<file path="src/rtl/pix_fifo.sv">
// pix_fifo: elastic pixel buffer between the DMA downsizer and the scan-out.
// A DEPTH-entry RAM is followed by a one-entry output register (dout).
// Underruns emit black and are counted. A frame sync pulse flushes all pending
// pixels so every frame starts aligned.
`timescale 1ns/1ps
module pix_fifo #(
    parameter int DW    = 16,
    parameter int DEPTH = 64,
    parameter int LOW   = 16
) (
    input  logic                     clk,
    input  logic                     rstn,
    input  logic                     din_valid,
    output logic                     din_ready,
    input  logic [DW-1:0]            din,
    output logic [DW-1:0]            dout,
    output logic                     dout_valid,
    input  logic                     ack,
    input  logic                     sync,
    output logic [$clog2(DEPTH):0]   level,
    output logic                     lowwater,
    output logic                     underflow,
    output logic [15:0]              ufl_cnt
);

    localparam int AW = $clog2(DEPTH);
    // Threshold sized to the level bus; LOW <= DEPTH always fits in AW+1 bits.
    localparam logic [AW:0] LOW_L = LOW[AW:0];

    // Storage RAM; no reset so it maps onto block RAM.
    logic [DW-1:0] mem [DEPTH];

    // Pointers carry one extra wrap bit to tell full from empty.
    logic [AW:0]   wr_ptr_q, wr_ptr_d;
    logic [AW:0]   rd_ptr_q, rd_ptr_d;
    logic [DW-1:0] dout_q, dout_d;
    logic          dout_valid_q, dout_valid_d;
    logic          underflow_q, underflow_d;
    logic [15:0]   ufl_cnt_q, ufl_cnt_d;

    logic          full;
    logic          wr_en;
    logic          load;
    logic          underrun;
    logic [AW:0]   level_w;
    logic [DW-1:0] rd_word;

    // Occupancy and handshake decode from the current pointer state.
    always_comb begin
        level_w   = wr_ptr_q - rd_ptr_q;
        full      = (wr_ptr_q[AW] != rd_ptr_q[AW]) &&
                    (wr_ptr_q[AW-1:0] == rd_ptr_q[AW-1:0]);
        din_ready = rstn && !full && !sync;
        wr_en     = din_valid && din_ready;
        // Refill the output register when it is empty or being consumed.
        load      = (level_w != '0) && (!dout_valid_q || ack) && !sync;
        // A consumer pull with nothing to give; ignored during a flush.
        underrun  = ack && !dout_valid_q && !sync;
    end

    assign rd_word = mem[rd_ptr_q[AW-1:0]];

    // Upstream writes land in the RAM only; there is no bypass into dout.
    always_ff @(posedge clk) begin
        if (wr_en) begin
            mem[wr_ptr_q[AW-1:0]] <= din;
        end
    end

    // Next-state for pointers, output register and underrun statistics.
    always_comb begin
        wr_ptr_d     = wr_ptr_q + {{AW{1'b0}}, wr_en};
        rd_ptr_d     = rd_ptr_q;
        dout_d       = dout_q;
        dout_valid_d = dout_valid_q;
        underflow_d  = underflow_q;
        ufl_cnt_d    = ufl_cnt_q;

        if (sync) begin
            // Flush: drop everything not yet written out, output goes black.
            rd_ptr_d     = wr_ptr_q;
            dout_valid_d = 1'b0;
            dout_d       = '0;
        end else if (load) begin
            rd_ptr_d     = rd_ptr_q + {{AW{1'b0}}, 1'b1};
            dout_d       = rd_word;
            dout_valid_d = 1'b1;
        end else if (ack && dout_valid_q) begin
            // Pixel consumed and nothing to replace it: show black.
            dout_valid_d = 1'b0;
            dout_d       = '0;
        end

        if (underrun) begin
            underflow_d = 1'b1;
            if (ufl_cnt_q != 16'hFFFF) begin
                ufl_cnt_d = ufl_cnt_q + 16'd1;
            end
        end
    end

    // State registers with synchronous active-low reset.
    always_ff @(posedge clk) begin
        if (!rstn) begin
            wr_ptr_q     <= '0;
            rd_ptr_q     <= '0;
            dout_q       <= '0;
            dout_valid_q <= 1'b0;
            underflow_q  <= 1'b0;
            ufl_cnt_q    <= '0;
        end else begin
            wr_ptr_q     <= wr_ptr_d;
            rd_ptr_q     <= rd_ptr_d;
            dout_q       <= dout_d;
            dout_valid_q <= dout_valid_d;
            underflow_q  <= underflow_d;
            ufl_cnt_q    <= ufl_cnt_d;
        end
    end

    assign dout       = dout_q;
    assign dout_valid = dout_valid_q;
    assign level      = level_w;
    assign lowwater   = (level_w < LOW_L);
    assign underflow  = underflow_q;
    assign ufl_cnt    = ufl_cnt_q;

endmodule

</file>
<file path="config.mk">
export PLATFORM = sky130hd
export DESIGN_NAME = pix_fifo
export DESIGN_NICKNAME = d
export VERILOG_FILES = /design/src/rtl/pix_fifo.sv
export SDC_FILE = /design/constraint.sdc
export NUM_CORES = 1
export LEC_CHECK = 0
export BUFFER_PORTS_ARGS = -buffer_cell sky130_fd_sc_hd__buf_2
export CORE_ASPECT_RATIO = 0.9
export CORE_MARGIN = 2
export CORE_UTILIZATION = 40
export CTS_CLUSTER_DIAMETER = 80
export DETAILED_ROUTE_END_ITERATION = 8
export GPL_ROUTABILITY_DRIVEN = 0
export PLACE_DENSITY_LB_ADDON = 0.08
export SYNTH_ARGS = -nofsm -noshare
export SYNTH_HDL_FRONTEND = slang
export SYNTH_SLANG_ARGS = --single-unit
export TNS_END_PERCENT = 5
</file>
<file path="constraint.sdc">
create_clock -name clk -period 2.9 [get_ports clk]
set_clock_uncertainty 0.1 [all_clocks]
set_input_delay 0.29 -clock clk [delete_from_list [all_inputs] [get_ports clk]]
set_output_delay 0.29 -clock clk [all_outputs]
set_load 0.01 [all_outputs]
</file>
==> results.py <==
metrics = {
    "synthesis": {
        "yosysMostFrequentCell": "edfxtp_1",
        "synth_cells": 2027,
        "synth_cell_types": 59,
        "synth_area_leader_cell": "edfxtp_1",
        "synth_area_per_cell_um2": 20.4,
        "synth_top_flop_cell": "edfxtp_1",
        "ys_top_cells_by_count": "edfxtp_1 (1024), mux4_2 (224), nor2_1 (98)",
        "ys_ff_latch": 1078,
        "synth_area_leaders": "edfxtp_1 (74%), mux4_2 (12%), dfxtp_1 (2.6%), mux2i_1 (1.6%), o22ai_1 (1.4%)",
        "synth_nets": 2059,
        "synth-async-reset-ratio_pct": 0,
        "yosys_warnings": 0,
        "yosysTopAreaCellShare_pct": 74.4,
        "yosysSeqAreaShare_pct": 77.1,
        "syn_area_um2": 41300,
        "synth_edf_count": 1024,
    },
    "die": {
        "die-area_um2": 106000,
        "start_util_pct": 40.5,
        "die_width_um": 343,
        "die_h_um": 309,
        "num_rows": 111,
        "io_pins": 64,
        "core_area_um2": 102000,
    },
    "detailed_routing": {
        "vias_per_cell": 5.60,
        "vias": 21300,
        "routedWlPerCell_um": 29.3,
        "routed_wl_um": 111000,
        "dr.pass1.iters": 7,
        "drt_iter0_markers": 2276,
        "ant_nets": 0,
        "drcViolationCount": 0,
    },
    "critical_path": {
        "r2r-start": "rd_ptr_q[4]",
        "crit_fanout": 5,
        "crit_chain": "inv_1 > ha_4 > buf_4 > o21a_1 > o21ai_0 > a211o_1 > or3_4 > inv_2 > buf_6 > buf_6",
        "reg2reg_slack_ns": 0.08,
        "reg2reg_depth": 11,
        "crit_top_cell": "buf_6",
        "worst_setup_path_start_kind": "flip-flop",
        "cp-end-kind": "output pin",
        "cp.required_ns": 2.51,
        "crit_type": "reg -> out",
        "timing.rr.end": "mem[59][3]",
        "arrival_ns": 2.75,
        "worst_path_max_delay_cell": "or3_4",
        "cp_slowest_stage_delay_ns": 0.41,
    },
    "global_route": {
        "grt_max_degree": 65,
        "grt_usage_pct": 21.2,
        "grt-busiest-layer": "met1",
        "grt_use_met2_pct": 32.1,
        "met1_usage_pct": 32.5,
        "grt_pass1_wl_um": 159000,
        "grt_pass1_vias": 21600,
        "met3_usage_pct": 3.24,
        "grt_remaining_overflow": 0,
        "antenna_found_initial": 3,
    },
    "timing": {
        "hold_viol_final": 0,
        "rsz0062_at_grt": "true",
        "slew_viol_final": 0,
        "fin_crit_sh_pct": 108,
        "tightest_slew_ns": 0.943,
        "fmax_ghz": 0.318,
        "period_needed_ns": 3.14,
        "fin_ws_ns": -0.240,
        "setup_viol": 2,
        "slew_headroom_pct": 37.1,
    },
    "layout": {
        "drive_gt1_share_pct": 30.3,
        "area_growth_pct": 19.5,
        "nets": 2372,
        "post-route-util_pct": 48.4,
        "final_cells": 3796,
    },
    "cts": {
        "clock_path_buffers": 3,
        "tritoncts": "yes",
        "htreeDepth": 3,
        "clk_pin_slew_ns": 0.06,
        "cts-root-buf": "clkbuf_16",
        "clock-sinks": 1078,
        "cts_inserted_buffers": 112,
        "clock_latency_ns": 0.70,
    },
    "pwr": {
        "powerDensity_nw_per_um2": 759,
        "ir_drop_mv": 0.506,
        "total_power_uw": 37500,
        "p_leak_uw": 0.0154,
    },
    "placed_design": {
        "io_buffers": 63,
        "hpwl_um": 70000,
        "dp.cells": 3568,
    },
    "run_status": {
        "failed_checks": "setup timing",
        "run_status": "finished with violations",
    },
    "min_path": {
        "min_to": "mem[30][15]",
        "min_path_cells": 1,
        "holdCritStartpoint": "din[15]",
        "hold_class": "in -> reg",
    },
    "flow_run": {
        "drv_cap": 0,
    },
}
==> metal layers <==
metal / vias to the layer above / routed length [µm]
li1: 9117 / -
met1: 11400 / 52200
met5: - / 0
met3: 134 / 5950
met4: 0 / 2300
met2: 641 / 50600
==> registers in the layout, summed over array words and instances (netlist names), named ones only <==
register    flops
dout           16
dout_valid      1
mem          1024
rd_ptr_q        7
ufl_cnt        16
underflow       1
wr_ptr_q        7
==> critical path, delay by kind of cell (launching register included) <==
family | cells | cell delay (ns)
flops | 1 | 0.33
simple gates | 1 | 0.41
buf+inv | 5 | 0.50
fa+ha+maj | 1 | 0.28
compound gates | 3 | 0.53
==> layout by cell type, fill, tap and decap left out, drive strengths merged, types with 34 or more instances in the layout <==
| cell type | netlist | routed |
|---|---|---|
| mux4 | 224 | 224 |
| edfxtp | 1024 | 1024 |
| clkbuf | 64 | 141 |
| mux2i | 68 | 68 |
| dfxtp | 54 | 54 |
| clkinv | 0 | 52 |
| nor2 | 98 | 98 |
| buf | 43 | 298 |
| o22ai | 92 | 92 |
| nand2 | 66 | 66 |
| nand3 | 34 | 34 |
==> worst max path at each step <==
| stage | startpoint | to | slack (ns) | cells after the start |
|---|---|---|---|---|
| 2_1_floorplan | wr_ptr_q[0] | dout[14] | 0.01 | 11 |
| 3_3_place_gp | rd_ptr_q[4] | mem[35][10] | -0.16 | 9 |
| 3_5_place_dp | rd_ptr_q[4] | mem[35][0] | -0.23 | 9 |
| 4_1_cts | wr_ptr_q[0] | lowwater | -0.25 | 11 |
| 5_1_grt | wr_ptr_q[0] | level[6] | -0.37 | 11 |
| 6_report | rd_ptr_q[3] | lowwater | -0.24 | 10 |
==> kinds of logic (layout without fill, tap and decap cells) <==
logic type	Yosys count	in the layout	synth area share [%]
mux	293	293	13.9
buf+inv	120	532	1.19
simple gates	276	276	3.15
other cells	0	1	0
fa+ha+maj	11	11	0.351
flops	1078	1078	77.1
compound gates	226	226	3.87
xor+xnor	23	23	0.488
==> final cells by class <==
class                   count  area (µm²)
repair buffers            306        2830
flip-flops and latches   1078       31800
inverters                  13        48.8
clock buffers             140        3070
multi-input cells         829        9160
well taps                1356        1700
clock inverters            73         718
diodes                      1        2.50
fillers                  8434       52700
==> where the power goes <==
part	total (µW)	switching, µW	internal [µW]	leakage (µW)
logic	5570	3080	2480	0.00394
clock network	14700	5940	8720	0.00185
registers	17300	170	17100	0.00964
==> per-stage QoR <==
step,hold WS [ns],setup WS [ns],area (µm²),setup TNS (ns)
final,0.0231,-0.240,49400,-0.468
after global routing,0.0186,-0.374,49400,-2.60
after CTS,0.00494,-0.250,49200,-1.69
after detailed placement,0.365,-0.231,45300,-23.70
after global placement,0.351,-0.159,45300,-10.48
after floorplan,0.289,0.0127,41300,0
==> timing repair <==
action / in CTS / in global routing
pin swaps: 8 / 8
buffers inserted: 5 / 1
resized for setup: 25 / 21
setup endpoints to repair: 272 / 433
cloned: 0 / 1
hold endpoints to repair: 34 / 6
hold buffers: 5 / 2
Power figures use the tool's default switching activity.
